===== src/rtl/vga_timing_pkg.sv =====
// rtl/vga_timing_pkg.sv - default 640x480@60 timing constants, widths and total helpers
//   (package, no ports)
package vga_timing_pkg;

  localparam int DEF_H_VISIBLE = 640;
  localparam int DEF_H_FRONT   = 16;
  localparam int DEF_H_SYNC    = 96;
  localparam int DEF_H_BACK    = 48;
  localparam int DEF_V_VISIBLE = 480;
  localparam int DEF_V_FRONT   = 10;
  localparam int DEF_V_SYNC    = 2;
  localparam int DEF_V_BACK    = 33;

  localparam int RGB_W = 8;
  localparam int X_W   = 10;
  localparam int Y_W   = 9;
  localparam int CNT_W = 10;

  function automatic int h_total(input int vis, input int front, input int sync, input int back);
    return vis + front + sync + back;
  endfunction

  function automatic int v_total(input int vis, input int front, input int sync, input int back);
    return vis + front + sync + back;
  endfunction

endpackage


===== src/rtl/vga_scanout_if.sv =====
// rtl/vga_scanout_if.sv - framebuffer read bus between scanout and video memory
//   fb_read_en  master->slave  pixel read request, one pixel period
//   fb_x        master->slave  requested column
//   fb_y        master->slave  requested row
//   fb_rgb      slave->master  {r,g,b} returned FB_LATENCY pixel periods later
interface vga_scanout_if;
  import vga_timing_pkg::*;

  logic                 fb_read_en;
  logic [X_W-1:0]       fb_x;
  logic [Y_W-1:0]       fb_y;
  logic [3*RGB_W-1:0]   fb_rgb;

  modport master (output fb_read_en, output fb_x, output fb_y, input fb_rgb);
  modport slave  (input fb_read_en, input fb_x, input fb_y, output fb_rgb);

endinterface


===== src/rtl/vga_delay_line.sv =====
// rtl/vga_delay_line.sv - enabled shift register with synchronous active-low clear
//   clk      in   clock
//   clear_n  in   synchronous clear, active-low; every stage goes to 0
//   en       in   advance the line by one stage
//   din      in   WIDTH bits into stage 0
//   dout     out  WIDTH bits out of stage DEPTH-1
module vga_delay_line #(
  parameter int WIDTH = 4,
  parameter int DEPTH = 1
) (
  input  logic             clk,
  input  logic             clear_n,
  input  logic             en,
  input  logic [WIDTH-1:0] din,
  output logic [WIDTH-1:0] dout
);

  logic [WIDTH-1:0] stages [DEPTH];

  always_ff @(posedge clk) begin
    if (!clear_n) begin
      for (int i = 0; i < DEPTH; i++) stages[i] <= '0;
    end else if (en) begin
      stages[0] <= din;
      for (int i = 1; i < DEPTH; i++) stages[i] <= stages[i-1];
    end
  end

  assign dout = stages[DEPTH-1];

endmodule


===== src/rtl/vga_scanout.sv =====
// rtl/vga_scanout.sv - VGA timing generator, framebuffer requester and pin alignment
//   clk              in   50 MHz system clock
//   reset_n          in   synchronous reset, active-low
//   fb               master framebuffer read bus (fb_read_en, fb_x, fb_y / fb_rgb)
//   vga_r/g/b        out  colour, 0 outside the visible area
//   vga_hsync/vsync  out  active-low syncs
//   vga_blank        out  1 outside the visible area
//   vga_pixel_clock  out  clk/2
//   frame_start      out  one-clk pulse when pixel (0,0) reaches the pins
module vga_scanout
  import vga_timing_pkg::*;
#(
  parameter int H_VISIBLE  = DEF_H_VISIBLE,
  parameter int H_FRONT    = DEF_H_FRONT,
  parameter int H_SYNC     = DEF_H_SYNC,
  parameter int H_BACK     = DEF_H_BACK,
  parameter int V_VISIBLE  = DEF_V_VISIBLE,
  parameter int V_FRONT    = DEF_V_FRONT,
  parameter int V_SYNC     = DEF_V_SYNC,
  parameter int V_BACK     = DEF_V_BACK,
  parameter int FB_LATENCY = 1
) (
  input  logic               clk,
  input  logic               reset_n,
  vga_scanout_if.master      fb,
  output logic [RGB_W-1:0]   vga_r,
  output logic [RGB_W-1:0]   vga_g,
  output logic [RGB_W-1:0]   vga_b,
  output logic               vga_hsync,
  output logic               vga_vsync,
  output logic               vga_blank,
  output logic               vga_pixel_clock,
  output logic               frame_start
);

  localparam int H_TOTAL = h_total(H_VISIBLE, H_FRONT, H_SYNC, H_BACK);
  localparam int V_TOTAL = v_total(V_VISIBLE, V_FRONT, V_SYNC, V_BACK);

  localparam logic [CNT_W-1:0] H_VIS    = CNT_W'(H_VISIBLE);
  localparam logic [CNT_W-1:0] V_VIS    = CNT_W'(V_VISIBLE);
  localparam logic [CNT_W-1:0] H_LAST   = CNT_W'(H_TOTAL - 1);
  localparam logic [CNT_W-1:0] V_LAST   = CNT_W'(V_TOTAL - 1);
  localparam logic [CNT_W-1:0] HS_FIRST = CNT_W'(H_VISIBLE + H_FRONT);
  localparam logic [CNT_W-1:0] HS_LAST  = CNT_W'(H_VISIBLE + H_FRONT + H_SYNC - 1);
  localparam logic [CNT_W-1:0] VS_FIRST = CNT_W'(V_VISIBLE + V_FRONT);
  localparam logic [CNT_W-1:0] VS_LAST  = CNT_W'(V_VISIBLE + V_FRONT + V_SYNC - 1);

  logic             phase;
  logic             pixel_edge;
  logic [CNT_W-1:0] h_count;
  logic [CNT_W-1:0] v_count;
  logic             visible, hs, vs, first_pixel;
  logic             visible_d, hs_d, vs_d, first_d;

  // The edge on which phase falls 1->0 is the only one that moves anything,
  // so the pins settle half a pixel before each vga_pixel_clock rise.
  assign pixel_edge      = phase;
  assign vga_pixel_clock = phase;

  always_comb begin
    visible     = (h_count < H_VIS) && (v_count < V_VIS);
    hs          = (h_count >= HS_FIRST) && (h_count <= HS_LAST);
    vs          = (v_count >= VS_FIRST) && (v_count <= VS_LAST);
    first_pixel = (h_count == '0) && (v_count == '0);
  end

  // Carries the timing bits alongside the in-flight read so they meet the
  // returned colour at the pin register.
  vga_delay_line #(
    .WIDTH (4),
    .DEPTH (FB_LATENCY)
  ) u_align (
    .clk     (clk),
    .clear_n (reset_n),
    .en      (pixel_edge),
    .din     ({visible, hs, vs, first_pixel}),
    .dout    ({visible_d, hs_d, vs_d, first_d})
  );

  always_ff @(posedge clk) begin
    if (!reset_n) begin
      phase         <= 1'b0;
      h_count       <= '0;
      v_count       <= '0;
      fb.fb_read_en <= 1'b0;
      fb.fb_x       <= '0;
      fb.fb_y       <= '0;
      vga_r         <= '0;
      vga_g         <= '0;
      vga_b         <= '0;
      vga_hsync     <= 1'b1;
      vga_vsync     <= 1'b1;
      vga_blank     <= 1'b1;
      frame_start   <= 1'b0;
    end else begin
      phase       <= ~phase;
      frame_start <= 1'b0;
      if (pixel_edge) begin
        if (h_count == H_LAST) begin
          h_count <= '0;
          v_count <= (v_count == V_LAST) ? '0 : v_count + 1'b1;
        end else begin
          h_count <= h_count + 1'b1;
        end

        fb.fb_read_en <= visible;
        if (visible) begin
          fb.fb_x <= h_count;
          fb.fb_y <= v_count[Y_W-1:0];
        end

        vga_blank <= ~visible_d;
        vga_hsync <= ~hs_d;
        vga_vsync <= ~vs_d;
        // Memory output is don't-care during blanking; never let it through.
        if (visible_d) {vga_r, vga_g, vga_b} <= fb.fb_rgb;
        else           {vga_r, vga_g, vga_b} <= '0;
        frame_start <= first_d;
      end
    end
  end

endmodule


===== src/flat_wrapper.sv =====
// flat-port wrapper written by rule: the top's interface ports become plain ports
module vga_scanout_flat import vga_timing_pkg::*;
#(
  parameter int H_VISIBLE  = DEF_H_VISIBLE,
  parameter int H_FRONT    = DEF_H_FRONT,
  parameter int H_SYNC     = DEF_H_SYNC,
  parameter int H_BACK     = DEF_H_BACK,
  parameter int V_VISIBLE  = DEF_V_VISIBLE,
  parameter int V_FRONT    = DEF_V_FRONT,
  parameter int V_SYNC     = DEF_V_SYNC,
  parameter int V_BACK     = DEF_V_BACK,
  parameter int FB_LATENCY = 1
)
  (clk, reset_n, vga_r, vga_g, vga_b, vga_hsync, vga_vsync, vga_blank, vga_pixel_clock, frame_start, fb_fb_read_en, fb_fb_x, fb_fb_y, fb_fb_rgb);
  vga_scanout_if fb_i ();
  input  logic clk;
  input  logic reset_n;
  output logic [RGB_W-1:0] vga_r;
  output logic [RGB_W-1:0] vga_g;
  output logic [RGB_W-1:0] vga_b;
  output logic vga_hsync;
  output logic vga_vsync;
  output logic vga_blank;
  output logic vga_pixel_clock;
  output logic frame_start;
  output wire logic [$bits(fb_i.fb_read_en)-1:0] fb_fb_read_en;
  output wire logic [$bits(fb_i.fb_x)-1:0] fb_fb_x;
  output wire logic [$bits(fb_i.fb_y)-1:0] fb_fb_y;
  input wire logic [$bits(fb_i.fb_rgb)-1:0] fb_fb_rgb;
  assign fb_fb_read_en = fb_i.fb_read_en;
  assign fb_fb_x = fb_i.fb_x;
  assign fb_fb_y = fb_i.fb_y;
  assign fb_i.fb_rgb = fb_fb_rgb;
  vga_scanout #(.H_VISIBLE(H_VISIBLE), .H_FRONT(H_FRONT), .H_SYNC(H_SYNC), .H_BACK(H_BACK), .V_VISIBLE(V_VISIBLE), .V_FRONT(V_FRONT), .V_SYNC(V_SYNC), .V_BACK(V_BACK), .FB_LATENCY(FB_LATENCY)) u_core (.clk(clk), .reset_n(reset_n), .fb(fb_i), .vga_r(vga_r), .vga_g(vga_g), .vga_b(vga_b), .vga_hsync(vga_hsync), .vga_vsync(vga_vsync), .vga_blank(vga_blank), .vga_pixel_clock(vga_pixel_clock), .frame_start(frame_start));
endmodule

===== config.mk =====
export PLATFORM = sky130hd
export DESIGN_NAME = vga_scanout_flat
export DESIGN_NICKNAME = d
export VERILOG_FILES = /design/src/rtl/vga_timing_pkg.sv /design/src/rtl/vga_scanout_if.sv /design/src/rtl/vga_delay_line.sv /design/src/rtl/vga_scanout.sv /design/src/flat_wrapper.sv
export SDC_FILE = /design/constraint.sdc
export NUM_CORES = 1
export LEC_CHECK = 0
export BUFFER_PORTS_ARGS = -buffer_cell sky130_fd_sc_hd__buf_4
export CAP_MARGIN = 20
export CORE_AREA = 2 2 95 133
export DETAILED_ROUTE_END_ITERATION = 16
export DIE_AREA = 0 0 97 135
export GPL_ROUTABILITY_DRIVEN = 0
export PLACE_DENSITY = 0.4
export SYNTH_ARGS = -nofsm -noshare
export SYNTH_HDL_FRONTEND = slang
export SYNTH_SLANG_ARGS = --single-unit

===== constraint.sdc =====
create_clock -name clk -period 3.6 [get_ports clk]
set_input_delay 0.72 -clock clk [delete_from_list [all_inputs] [get_ports clk]]
set_output_delay 0.72 -clock clk [all_outputs]
set_load 0.01 [all_outputs]

==> results by group <==
Status
  – Result of the run: complete, no violations

Layout
  – Area added between synthesis and finish: 32.4%
  – Share of layout cells above drive strength 1: 0.263
  – Fill cells: ~1200
  – ANT cells: 0
  – Post-layout instance area: 3850 µm²
  – Final #Nets: 397
  – Most frequent standard cell in the layout excluding fill and tap cells: sky130_fd_sc_hd__buf_4
  – Most used cells in the layout excluding fill and tap cells: 76 x sky130_fd_sc_hd__buf_4, 69 x sky130_fd_sc_hd__dfxtp_1, 29 x sky130_fd_sc_hd__nand2_1, 24 x sky130_fd_sc_hd__a22o_1, 23 x sky130_fd_sc_hd__nand3_1

Floorplan
  – Row count: 47
  – Die span in y: 135 µm
  – Effective utilization at floorplan: 0.246
  – Core box area: 11800 µm²
  – Number of top-level pins: 75
  – Die area: about 13000 µm²
  – Width of the die: 97 µm

Worst setup path
  – Cell with the biggest individual delay on the critical path: sky130_fd_sc_hd__dfxtp_1
  – Worst reg2reg path endpoint: u_core.v_count[8]$_SDFFE_PN0P_
  – Crit path cell chain: nand4_2 > nor4_1 > mux2i_1 > nor2_1
  – Setup crit start kind: flip-flop
  – Required time reported for the critical path endpoint: 3.82 ns
  – Capturing element type of the critical path: flip-flop
  – Maximum single-stage delay on the critical path: 0.66 ns
  – Reg-to-reg slack, setup: 1.51 ns
  – Classification of the worst setup path: flip-flop to flip-flop
  – Highest fanout seen on the critical path: 16
  – WP data arrival: 2.31 ns
  – FF-to-FF Start: u_core.vga_pixel_clock$_SDFF_PN0_
  – Worst r2r path cells: 4

STA
  – Highest Clock Rate: 0.479 GHz
  – Final period utilization: 0.580
  – Tightest Pin Transition: 0.922 ns
  – Setup TNS: 0 ns
  – Worst hold slack after final layout: between 0.4 and 0.5 ns
  – Final Hold Violating Endpoints: 0
  – Final clock skew: 0.00580 ns
  – RSZ-0062 raised after global routing: false
  – Final count of negative-setup-slack endpoints: 0
  – Slew margin rel.: 0.385
  – Tmin final: 2.09 ns
  – Final-report max-slew violation count: 0

Clock tree
  – Count of clock tree sinks: 73
  – Buffers inserted during post-CTS setup optimization: 0
  – Number of hold-repair buffers added at the cts stage: 0
  – CTS clock-pin slew for the worst setup and hold paths: 0.06 ns
  – Number of buffers between clock root and the deepest sink: 2
  – CTS buffer count: 9
  – Count of H-tree levels built during CTS: 3
  – Clock tree from TritonCTS: done
  – Gates resized, CTS repair: 0
  – Clock root buffer: sky130_fd_sc_hd__clkbuf_16
  – Insertion delay to the later sink of the worst-skew pair: 0.33 ns

Global route
  – Via count of the first global-routing pass: between 2000 and 2500
  – First-pass GRT wire length: 12200 µm
  – Remaining Overflow, GRT: 0
  – Maximum number of pins on one net before global-route repair: 45
  – Number of antenna violations at the first check in global routing: 0
  – Global-route usage over all layers: 0.118

Hold path
  – Worst hold-check path type: flip-flop to flip-flop
  – HP Start: u_core.fb.fb_y[5]$_SDFFE_PN0P_
  – Depth of the worst hold-timing path: 2
  – Terminating pin of the worst hold path: u_core.fb.fb_y[5]$_SDFFE_PN0P_

Yosys
  – Post-synthesis register bit count: 73
  – Area fraction of the dominant cell type after synthesis: 0.475
  – Post-synthesis sequential area ratio: 0.516
  – Top cells by area, synth: sky130_fd_sc_hd__dfxtp_1 47%, sky130_fd_sc_hd__a22o_1 7.2%, sky130_fd_sc_hd__edfxtp_1 4.1%, sky130_fd_sc_hd__nand3_1 4.0%, sky130_fd_sc_hd__nand2_1 3.7%
  – Number of instances in the synthesized netlist: 305
  – Netlist area before placement: between 2000 and 3000 µm²
  – Number of warnings issued by yosys: 0
  – Largest area contributor in the synthesized netlist: sky130_fd_sc_hd__dfxtp_1
  – Syn nets: 335
  – Post-synthesis cell type count: 43
  – Post-synthesis area per instance: 9.54 µm²

Drt
  – Vias: 2361
  – Routed len/inst: 14.4 µm
  – Total wirelength of the detailed-routed design: 7490 µm
  – Number of vias per cell: ~4.5
  – Post-route antenna net violation count: 0
  – Drt pass-1 iters: 4
  – Number of remaining DRC errors: 0
  – 1st-iter DRT viols: 53

Pwr
  – Power density over the cells: 489 nW/µm²
  – Design Power: 1.88 mW
  – Leakage power of the design: 1.60 nW
  – Peak supply drop: 0.167 mV

Placed design
  – HPWL reported at the end of detailed placement: 5220 µm
  – Port Buf Inserts: 74
  – Total cell area at the placement stage: 3540 µm²

Job
  – Total of max-cap violations: 0
through the flow:
step | util | worst slack, ns | instances
after floorplan | - | 1.90 | 305
after global placement | 0.299 | 1.29 | 503
after detailed placement | 0.299 | 1.25 | 503
after CTS | 0.326 | 1.46 | 519
after global routing | 0.326 | 1.34 | 519
final | 0.326 | 1.51 | 519
state kept, by name, indices dropped and copies added (netlist names):
register,count
u_core.h_count,10
u_core.vga_blank,1
u_core.v_count,10
u_core.vga_pixel_clock,1
u_core.u_align.stages,4
u_core.vga_r,8
u_core.vga_g,8
u_core.fb.fb_x,10
u_core.vga_b,8
u_core.frame_start,1
u_core.vga_vsync,1
u_core.fb.fb_read_en,1
u_core.vga_hsync,1
u_core.fb.fb_y,9
worst max-delay path: cells and delay by family, from the launching register on:
kind	cells	cell delay, ns
AND/OR/NAND/NOR	3	1.06
flip-flops	1	0.66
multiplexers	1	0.25
synthesized netlist by cell type (all sizes together):
master / instances
a2111oi: 1
or4b: 1
nand3: 23
clkbuf: 6
or3: 2
o21ai: 21
mux2i: 1
inv: 12
edfxtp: 4
nor2b: 1
a211oi: 1
nor2: 23
nand2: 29
o31ai: 5
and3: 7
nor4b: 1
dfxtp: 69
ha: 4
xnor2: 8
nand2b: 1
nand4: 8
buf: 19
or2: 1
nor4: 10
nand4b: 1
nor3b: 1
nor3: 2
o22ai: 2
a21o: 1
a21oi: 7
nand3b: 1
o211a: 1
a22o: 24
xor2: 5
nand4bb: 2
how the worst max path moves through the flow:
stage	startpoint	to	slack (ns)	cells past startpoint
after detailed placement	reset_n	u_core.u_align.stages[0][3]$_SDFFCE_PN0P_	1.25	5
after global placement	reset_n	u_core.u_align.stages[0][1]$_SDFFCE_PN0P_	1.29	5
after floorplan	reset_n	u_core.u_align.stages[0][0]$_SDFFCE_PN0P_	1.90	5
after global routing	u_core.vga_pixel_clock$_SDFF_PN0_	u_core.v_count[8]$_SDFFE_PN0P_	1.34	4
after CTS	u_core.vga_pixel_clock$_SDFF_PN0_	u_core.v_count[8]$_SDFFE_PN0P_	1.46	4
final	u_core.vga_pixel_clock$_SDFF_PN0_	u_core.v_count[8]$_SDFFE_PN0P_	1.51	4
area by class of cell:
cell class	count	area, µm²	share of cell area
Timing Repair Buffer	76	571	0.148
Inverter	12	45.0	0.0117
Multi-Input combinational cell	195	1240	0.322
Sequential cell	73	1500	0.390
Clock inverter	6	82.6	0.0214
Clock buffer	10	229	0.0595
Tap cell	147	184	0.0478
report_power, final:
group	internal (mW)	total, mW	switching (mW)	leakage (nW)
clock network	0.603	0.934	0.332	0.154
logic	0.0481	0.102	0.0535	0.840
registers	0.834	0.847	0.0134	0.601
cell families (layout without fill, tap and decap cells):
family | after synthesis | count (layout) | synth area share
DFF | 73 | 73 | 0.516
buffers and inverters | 37 | 104 | 0.0589
muxes | 1 | 1 | 0.00344
and+or+nand+nor | 114 | 114 | 0.212
xor gates and xnor gates | 13 | 13 | 0.0391
adders and majority gates | 4 | 4 | 0.0172
AOI/OAI and AO/OA | 63 | 63 | 0.153
routing by layer:
layer / routed length [µm] / track usage / vias up
met3: 489 / 0.0414 / 12
met2: 3350 / 0.184 / 87
met4: 177 / 0.0571 / 0
li1: - / - / 1208
met5: 0 / 0 / -
met1: 3470 / 0.147 / 1054
Note: power is estimated with default switching activity, not from simulation.
